<file path="src/rtl/button_press_decoder.sv">
// Turns a debounced button level into ShortPress / LongPress pulses and a Held level.
// Define AUTO_REPEAT_EN to add RepeatPulse generation while the button stays held in LONG.
module button_press_decoder #(
   parameter int unsigned LONG_CYCLES   = 100_000_000,
   parameter int unsigned REPEAT_CYCLES = 25_000_000,
   parameter int unsigned CNT_W         = 27
) (
   input  logic CLOCK,
   input  logic Reset,
   input  logic DebouncedIn,
   output logic ShortPress,
   output logic LongPress,
   output logic RepeatPulse,
   output logic Held
);

   typedef enum logic [1:0] {
      IDLE    = 2'd0,
      PRESSED = 2'd1,
      LONG    = 2'd2
   } state_e;

   localparam logic [CNT_W-1:0] LONG_LAST = CNT_W'(LONG_CYCLES - 1);

   state_e           state_q, state_d;
   logic [CNT_W-1:0] count_q, count_d;
   logic             short_q, short_d;
   logic             long_q,  long_d;
   logic             held_q,  held_d;

`ifdef AUTO_REPEAT_EN
   localparam logic [CNT_W-1:0] REPEAT_LAST = CNT_W'(REPEAT_CYCLES - 1);
   logic             rep_q, rep_d;
`endif

   always_comb begin
      // NOTE: every always_comb output is given a default first so no path can infer a latch.
      state_d = state_q;
      count_d = count_q;
      short_d = 1'b0;
      long_d  = 1'b0;
`ifdef AUTO_REPEAT_EN
      rep_d   = 1'b0;
`endif
      case (state_q)
         IDLE: begin
            count_d = '0;
            if (DebouncedIn) state_d = PRESSED;
         end
         PRESSED: begin
            if (!DebouncedIn) begin
               // A release on the threshold edge still counts as a short press.
               state_d = IDLE;
               short_d = 1'b1;
               count_d = '0;
            end else if (count_q == LONG_LAST) begin
               state_d = LONG;
               long_d  = 1'b1;
               count_d = '0;
            end else begin
               count_d = count_q + 1'b1;
            end
         end
         LONG: begin
            if (!DebouncedIn) begin
               state_d = IDLE;
               count_d = '0;
            end else begin
`ifdef AUTO_REPEAT_EN
               if (count_q == REPEAT_LAST) begin
                  rep_d   = 1'b1;
                  count_d = '0;
               end else begin
                  count_d = count_q + 1'b1;
               end
`else
               count_d = '0;
`endif
            end
         end
         default: begin
            state_d = IDLE;
            count_d = '0;
         end
      endcase
      held_d = (state_d == PRESSED) || (state_d == LONG);
   end

   always_ff @(posedge CLOCK) begin
      // NOTE: sequential state uses non-blocking assignments so all registers update together.
      if (Reset) begin
         state_q <= IDLE;
         count_q <= '0;
         short_q <= 1'b0;
         long_q  <= 1'b0;
         held_q  <= 1'b0;
      end else begin
         state_q <= state_d;
         count_q <= count_d;
         short_q <= short_d;
         long_q  <= long_d;
         held_q  <= held_d;
      end
   end

`ifdef AUTO_REPEAT_EN
   always_ff @(posedge CLOCK) begin
      if (Reset) rep_q <= 1'b0;
      else       rep_q <= rep_d;
   end
   assign RepeatPulse = rep_q;
`else
   assign RepeatPulse = 1'b0;
`endif

   assign ShortPress = short_q;
   assign LongPress  = long_q;
   assign Held       = held_q;

endmodule

</file>
<file path="config.mk">
export PLATFORM = sky130hd
export DESIGN_NAME = button_press_decoder
export DESIGN_NICKNAME = d
export VERILOG_FILES = /design/src/rtl/button_press_decoder.sv
export SDC_FILE = /design/constraint.sdc
export NUM_CORES = 1
export LEC_CHECK = 0
export CORE_UTILIZATION = 30
export DETAILED_ROUTE_END_ITERATION = 7
export HOLD_SLACK_MARGIN = 0.1
export PLACE_DENSITY = 0.46
export SYNTH_ARGS = -nofsm -noshare
export SYNTH_HDL_FRONTEND = slang
export SYNTH_SLANG_ARGS = --single-unit
</file>
<file path="constraint.sdc">
create_clock -name CLOCK -period 5.55 [get_ports CLOCK]
set_clock_uncertainty 0.1 [all_clocks]
set_input_delay 1.11 -clock CLOCK [delete_from_list [all_inputs] [get_ports CLOCK]]
set_output_delay 1.11 -clock CLOCK [all_outputs]
set_load 0.1 [all_outputs]
</file>
==> Flow_metrics.wiki, run 1 <==
{| class="wikitable"
! Metric !! Value
|-
| WL/cell || 13.0 um
|-
| CP bufs+invs || 1
|-
| Crit path max-delay cell type || clkdlybuf4s50_1
|-
| Kind of capture point of the worst setup path || output port
|-
| Average cell area after synthesis || 9.41 um^2
|-
| Skew-Pair Late Insertion Delay || 280 ps
|-
| Die height || 72.8 um
|-
| Global route total overflow || 0
|-
| Vias/cell || 5.21
|-
| Net switching power of the design || 96.6 uW
|-
| Core footprint || 4790 um^2
|-
| Class of the most critical setup path || reg2out
|-
| Category of cells accounting for the largest share of critical-path delay || buffers and inverters
|-
| Vias in the first global route || 1163
|-
| Post-route total power || 464 uW
|-
| Number of cell rows || 25
|-
| Worst-Margin Slew || 1060 ps
|-
| Number of H-tree levels || 2
|-
| Critical Path Fanout Max || 1
|-
| Ports || 7
|-
| Overall die width || 72.8 um
|-
| Power share of the combinational group || 2.9%
|-
| Number of slew-limit violations in the final report || 0
|-
| Clock tree buffer depth || 2
|-
| Worst min-delay path class || reg2reg
|-
| Clock period minus worst slack || 2930 ps
|-
| Count of hold buffers inserted by post-cts repair || 0
|-
| Initial Utilization || 31.5%
|-
| Number of detailed-route iterations in the first pass || 5
|-
| Power per unit of standard cell area || 273 nW/um^2
|-
| Cell Chain, Critical Path || clkdlybuf4s50_1
|-
| Summed instance area of the synthesized netlist || 1510 um^2
|-
| Antenna Cells || 0
|-
| Final Wtd Congestion || 0.740
|-
| Post-synthesis sequential element count || 32
|-
| Hold Vio Cnt, Final || 0
|-
| Post-CTS setup buffers || 0
|-
| Count of nets left with antenna violations after detail routing || 0
|-
| Resized cells post-CTS || 0
|-
| Launching instance or port of the critical path || Held
|-
| Antenna violations before repair || 0
|-
| Post-Place Cell Area || 1590 um^2
|-
| Violation count after the first detailed-route iteration || 63
|-
| Sequential power share || 50.0%
|-
| Max VDD drop || 0.000110 V
|-
| Distinct cell type count after synthesis || 35
|-
| Share of the cycle needed by the critical path after routing || 52.8%
|-
| Floorplan die area || 5300 um^2
|-
| Final critical-path setup slack || 2620 ps
|-
| Startpoint of the worst-slack reg-to-reg timing path || count_q[0]
|-
| Worst Path Required || 4340 ps
|-
| Sequential cell area fraction in the yosys report || 42.6%
|-
| Share of total power in the clock network || 47.2%
|-
| Post-placement worst setup slack || 2280 ps
|-
| Clock Pin Slew Worst Setup and Hold Paths || 70 ps
|-
| Data arrival time at the worst-slack endpoint || 1720 ps
|-
| Global-route wire length before repair || 5.28 mm
|-
| Fin area || 1700 um^2
|-
| Post-Route Setup TNS || 0 ps
|-
| Total clock buffers created by CTS || 5
|-
| Gate count of the mapped netlist || 160
|-
| Kind of launch point of the worst setup path || flop
|-
| Number of remaining DRC errors || 0
|-
| Post-detailed-placement half-perimeter wirelength || 2.02 mm
|-
| Clk sinks || 32
|-
| Max capacitance violation total || 0
|-
| Start point of the worst hold path || state_q[1]
|-
| Total Wirelength || 3.04 mm
|-
| Unrepaired setup endpoints after global routing || false
|-
| Internal power of the cells || 367 uW
|-
| Setup violators final || 0
|-
| Number of nets at the end of the flow || 169
|-
| Max incr delay on CP || 1120 ps
|-
| Max_slew headroom || 28.9%
|-
| Mapped Nets || 164
|-
| Net switching share of the total power || 20.8%
|-
| Pin count of the biggest net entering global routing || 28
|-
| Fraction of final layout cells with drive strength greater than 1 || 10.8%
|-
| Run status || complete, no violations
|-
| Warning count from the yosys run || 0
|-
| Gr usage total || 13.1%
|-
| Area added between synthesis and finish || 13.0%
|-
| Root cell of the clock tree || clkbuf_8
|-
| CTS tree || yes
|-
| Fmax || 0.341 GHz
|-
| Count of buffers inserted at the top-level ports || 5
|-
| Leakage dissipation || 0.460 nW
|-
| Total via count after detailed routing || 1214
|}
## cells in the mapped netlist
cell type / instances / area (um^2)
nor3b_1: 1 / 7.51
and2_1: 2 / 12.5
o31ai_1: 8 / 60.1
nand3_2: 1 / 10.0
nand2b_1: 1 / 6.26
and3_1: 1 / 6.26
inv_1: 4 / 15.0
nand4_2: 1 / 12.5
or3_1: 7 / 43.8
xor2_1: 4 / 35.0
a211oi_1: 9 / 67.6
buf_2: 1 / 5.00
nand2_1: 9 / 33.8
nor4_1: 3 / 18.8
nand4_1: 4 / 25.0
clkbuf_1: 3 / 11.3
and4_1: 2 / 17.5
nor2_1: 3 / 11.3
dfxtp_1: 32 / 641
or4_4: 2 / 22.5
nor4_4: 1 / 21.3
nand4b_1: 1 / 8.76
xnor2_1: 7 / 61.3
a21oi_1: 2 / 10.0
conb_1: 1 / 3.75
nor4b_1: 1 / 8.76
o21ai_0: 6 / 30.0
buf_6: 2 / 22.5
a22o_1: 1 / 8.76
or4_1: 7 / 52.6
a211oi_2: 5 / 62.6
nand3_1: 11 / 55.1
ha_1: 1 / 12.5
buf_4: 2 / 15.0
nor3_1: 14 / 70.1
## sequential cells by signal, indices dropped and copies added (netlist names)
name	count
Held	1
LongPress	1
ShortPress	1
state_q	2
count_q	27
## through the flow
step,hold WS (ps),util (%),instances
floorplan,337,-,160
finish,371,35.5,233
detailed placement,366,33.3,225
global placement,362,33.3,225
CTS,376,35.5,233
global route,405,35.5,233
## cell usage in the layout, fill, tap and decap left out
| cell | netlist | layout |
|---|---|---|
| buf_4 | 2 | 1 |
| a211oi_1 | 9 | 9 |
| nor4b_1 | 1 | 1 |
| nand3_1 | 11 | 11 |
| nor2_1 | 3 | 3 |
| inv_1 | 4 | 4 |
| or4_1 | 7 | 7 |
| clkbuf_8 | 0 | 5 |
| and3_1 | 1 | 1 |
| nor4_1 | 3 | 3 |
| o31ai_1 | 8 | 8 |
| nand4_2 | 1 | 1 |
| conb_1 | 1 | 1 |
| nand4b_1 | 1 | 1 |
| o21ai_0 | 6 | 6 |
| bufinv_16 | 0 | 1 |
| or3_1 | 7 | 7 |
| nand3_2 | 1 | 1 |
| ha_1 | 1 | 1 |
| a22o_1 | 1 | 1 |
| a21oi_1 | 2 | 2 |
| a211oi_2 | 5 | 5 |
| xor2_1 | 4 | 4 |
| and2_1 | 2 | 2 |
| clkdlybuf4s50_1 | 0 | 5 |
| xnor2_1 | 7 | 7 |
| nand2b_1 | 1 | 1 |
| or4_4 | 2 | 2 |
| dfxtp_1 | 32 | 32 |
| nor3b_1 | 1 | 1 |
| nand2_1 | 9 | 9 |
| nor3_1 | 14 | 14 |
| nor4_4 | 1 | 1 |
| clkinv_2 | 0 | 1 |
| clkbuf_1 | 3 | 1 |
| nand4_1 | 4 | 4 |
| and4_1 | 2 | 2 |
## cell families (layout without fill, tap and decap cells)
group                      count (synthesis)  after routing  synth area share, %
and+or+nand+nor                           72             72                 29.5
xor gates and xnor gates                  11             11                 6.40
other                                      1              1                0.249
adders and majority gates                  1              1                0.831
DFF                                       32             32                 42.6
AOI/OAI and AO/OA                         31             31                 15.9
buffers and inverters                     12             18                 4.57
## path summary, 6_finish.rpt
check        cells after the start     endpoint  slack (ps)
min reg2reg                      1   state_q[0]         370
max reg2reg                      6  count_q[13]        2900
min                              1   state_q[0]         370
max                              1         Held        2620
## final cells by class
| class | instances | area (um^2) |
|---|---|---|
| fill | 499 | 3090 |
| clock buffer | 6 | 72.6 |
| clock inverter | 2 | 35.0 |
| timing repair buffer | 6 | 57.6 |
| multi-input combinational | 116 | 796 |
| inverter | 4 | 15.0 |
| tap | 67 | 83.8 |
| sequential | 32 | 641 |
## power by group through the flow
stage                     logic, mW  clock network [mW]  registers (mW)
final                        0.0133               0.219           0.232
after global routing         0.0141               0.235           0.232
after detailed placement     0.0134                   0           0.237
after CTS                    0.0134               0.226           0.232
after global placement       0.0133                   0           0.237
after floorplan             0.00635                   0           0.241
## metal layers
layer | routed length [um] | global-route usage (%) | up-vias
li1 | - | - | 618
met1 | 1470 | 15.4 | 571
met2 | 1430 | 21.2 | 23
met3 | 116 | 4.83 | 2
met4 | 25 | 6.32 | 0
met5 | 0 | 0 | -
Note: power is estimated with default switching activity, not from simulation.
==> inputs of run 2 (changes only) <==
==> constraint.sdc (replaced) <==
create_clock -name CLOCK -period 2.8 [get_ports CLOCK]
set_clock_uncertainty 0.1 [all_clocks]
set_input_delay 0.56 -clock CLOCK [delete_from_list [all_inputs] [get_ports CLOCK]]
set_output_delay 0.56 -clock CLOCK [all_outputs]
set_load 0.1 [all_outputs]
==> run 2 against run 1 <==
  * Flip-flop and latch count unchanged
  * Die area did not move
  * Critical path depth grew 4
  * First-iteration DRC count is 4.8% lower
  * Combinational power rose by 100%
  * Wire length shrank 1.7%
  * Via count rose by 1.2%
  * Global-route usage is 0.12 points lower
  * Critical endpoint is now count_q[26]
  * Largest power group unchanged
  * Highest routed layer unchanged
==> Flow_metrics.wiki, run 2 (synthesis results as in run 1) <==
{| class="wikitable"
! Metric !! Value
|-
| Fmax || 0.424 GHz
|-
| Total Wirelength || 2.98 mm
|-
| Clock tree buffer depth || 2
|-
| Max capacitance violation total || 0
|-
| WL/cell || 12.7 um
|-
| Ports || 7
|-
| Max incr delay on CP || 630 ps
|-
| Category of cells accounting for the largest share of critical-path delay || simple AND/OR/NAND/NOR gates
|-
| Global route total overflow || 0
|-
| Clock Pin Slew Worst Setup and Hold Paths || 70 ps
|-
| Resized cells post-CTS || 0
|-
| Number of H-tree levels || 2
|-
| Hold Vio Cnt, Final || 0
|-
| Count of buffers inserted at the top-level ports || 5
|-
| Number of cell rows || 25
|-
| Biggest regs || count_q: 27 flops, state_q: 2 flops
|-
| Clk sinks || 32
|-
| Total via count after detailed routing || 1229
|-
| Kind of launch point of the worst setup path || flop
|-
| Antenna Cells || 0
|-
| Data arrival time at the worst-slack endpoint || 2450 ps
|-
| Share of the cycle needed by the critical path after routing || 84.2%
|-
| Largest register FFs || 27
|-
| Crit path max-delay cell type || or4_4
|-
| Fraction of final layout cells with drive strength greater than 1 || 14.3%
|-
| Vias in the first global route || 1171
|-
| Global-route wire length before repair || 5.17 mm
|-
| Number of detailed-route iterations in the first pass || 4
|-
| Run status || complete, no violations
|-
| Root cell of the clock tree || clkbuf_8
|-
| Clock period minus worst slack || 2360 ps
|-
| Class of the most critical setup path || reg2reg
|-
| Top reg by flops || count_q
|-
| Count of nets left with antenna violations after detail routing || 0
|-
| Overall die width || 72.8 um
|-
| Area added between synthesis and finish || 13.7%
|-
| Number of remaining DRC errors || 0
|-
| Vias/cell || 5.23
|-
| Kind of capture point of the worst setup path || flop
|-
| Number of slew-limit violations in the final report || 0
|-
| Die height || 72.8 um
|-
| Floorplan die area || 5300 um^2
|-
| Total clock buffers created by CTS || 5
|-
| Final Wtd Congestion || 0.742
|-
| Post-CTS setup buffers || 0
|-
| Cell Chain, Critical Path || ha_1 > nand3_1 > or4_4 > or4_1 > a211oi_1
|-
| Post-detailed-placement half-perimeter wirelength || 2.07 mm
|-
| Worst Path Required || 2890 ps
|-
| Number of nets at the end of the flow || 171
|-
| Gr usage total || 13.0%
|-
| Unrepaired setup endpoints after global routing || false
|-
| Post-Route Setup TNS || 0 ps
|-
| Commonest cells after routing, fill and taps aside || dfxtp_1 (32), nor3_1 (14), nand3_1 (11), nand2_1 (9), a211oi_1 (9)
|-
| Violation count after the first detailed-route iteration || 60
|-
| Most common cell after layout, fill and taps aside || dfxtp_1
|-
| Max VDD drop || 0.000173 V
|-
| CTS tree || yes
|-
| Power per unit of standard cell area || 541 nW/um^2
|-
| Skew-Pair Late Insertion Delay || 280 ps
|-
| Worst min-delay path class || reg2reg
|-
| Post-placement cell count || 227
|-
| Pin count of the biggest net entering global routing || 28
|-
| CP bufs+invs || 0
|-
| Leakage dissipation || 0.474 nW
|-
| Non-filler instance count after layout || 235
|-
| Register-to-register setup slack || 440 ps
|-
| Fill cell instance count of the final layout || 487
|-
| Setup violators final || 0
|-
| Fin area || 1710 um^2
|-
| Core footprint || 4790 um^2
|-
| Critical Path Fanout Max || 14
|-
| Antenna violations before repair || 0
|-
| Initial Utilization || 31.5%
|-
| Count of hold buffers inserted by post-cts repair || 0
|-
| Post-Place Cell Area || 1600 um^2
|}
-- run 2: path summary, 6_finish.rpt --
kind | start | to | depth (start not counted)
min | state_q[1] | state_q[0] | 1
max | count_q[0] | count_q[26] | 5
max reg2reg | count_q[0] | count_q[26] | 5
min reg2reg | state_q[1] | state_q[0] | 1
-- run 2: worst register-to-register path, cell delays in order (launching register included) --
cell and delay, ps:
dfxtp_1 390, ha_1 240, nand3_1 180, or4_4 630, or4_1 490, a211oi_1 230
-- run 2: area by class of cell --
cell class,count,area (um^2),area share (%)
tap,67,83.8,4.90
inverter,4,15.0,0.877
sequential,32,641,37.4
clock buffer,5,68.8,4.02
clock inverter,3,42.5,2.49
timing repair buffer,8,65.1,3.80
multi-input combinational,116,796,46.5
-- run 2: layer usage --
metal  track usage [%]  wire length (um)  vias up
met5                 0                 0        -
met4              7.19                25        0
met3              4.56                90        2
met2              21.4              1440       12
met1              14.7              1430      594
li1                  -                 -      621
-- run 2: where the power goes --
group	internal, mW	switching [mW]
Clock	0.263	0.177
Sequential	0.457	0.00162
Combinational	0.00618	0.0204
Total	0.727	0.199
-- run 2: through the flow --
step	power, mW	hold slack, ps	worst slack [ps]	util, %
after detailed placement	0.496	374	458	33.4
after CTS	0.941	385	444	35.8
final	0.926	383	443	35.8
after global placement	0.496	359	534	33.4
after floorplan	0.490	337	660	-
after global routing	0.960	424	311	35.8
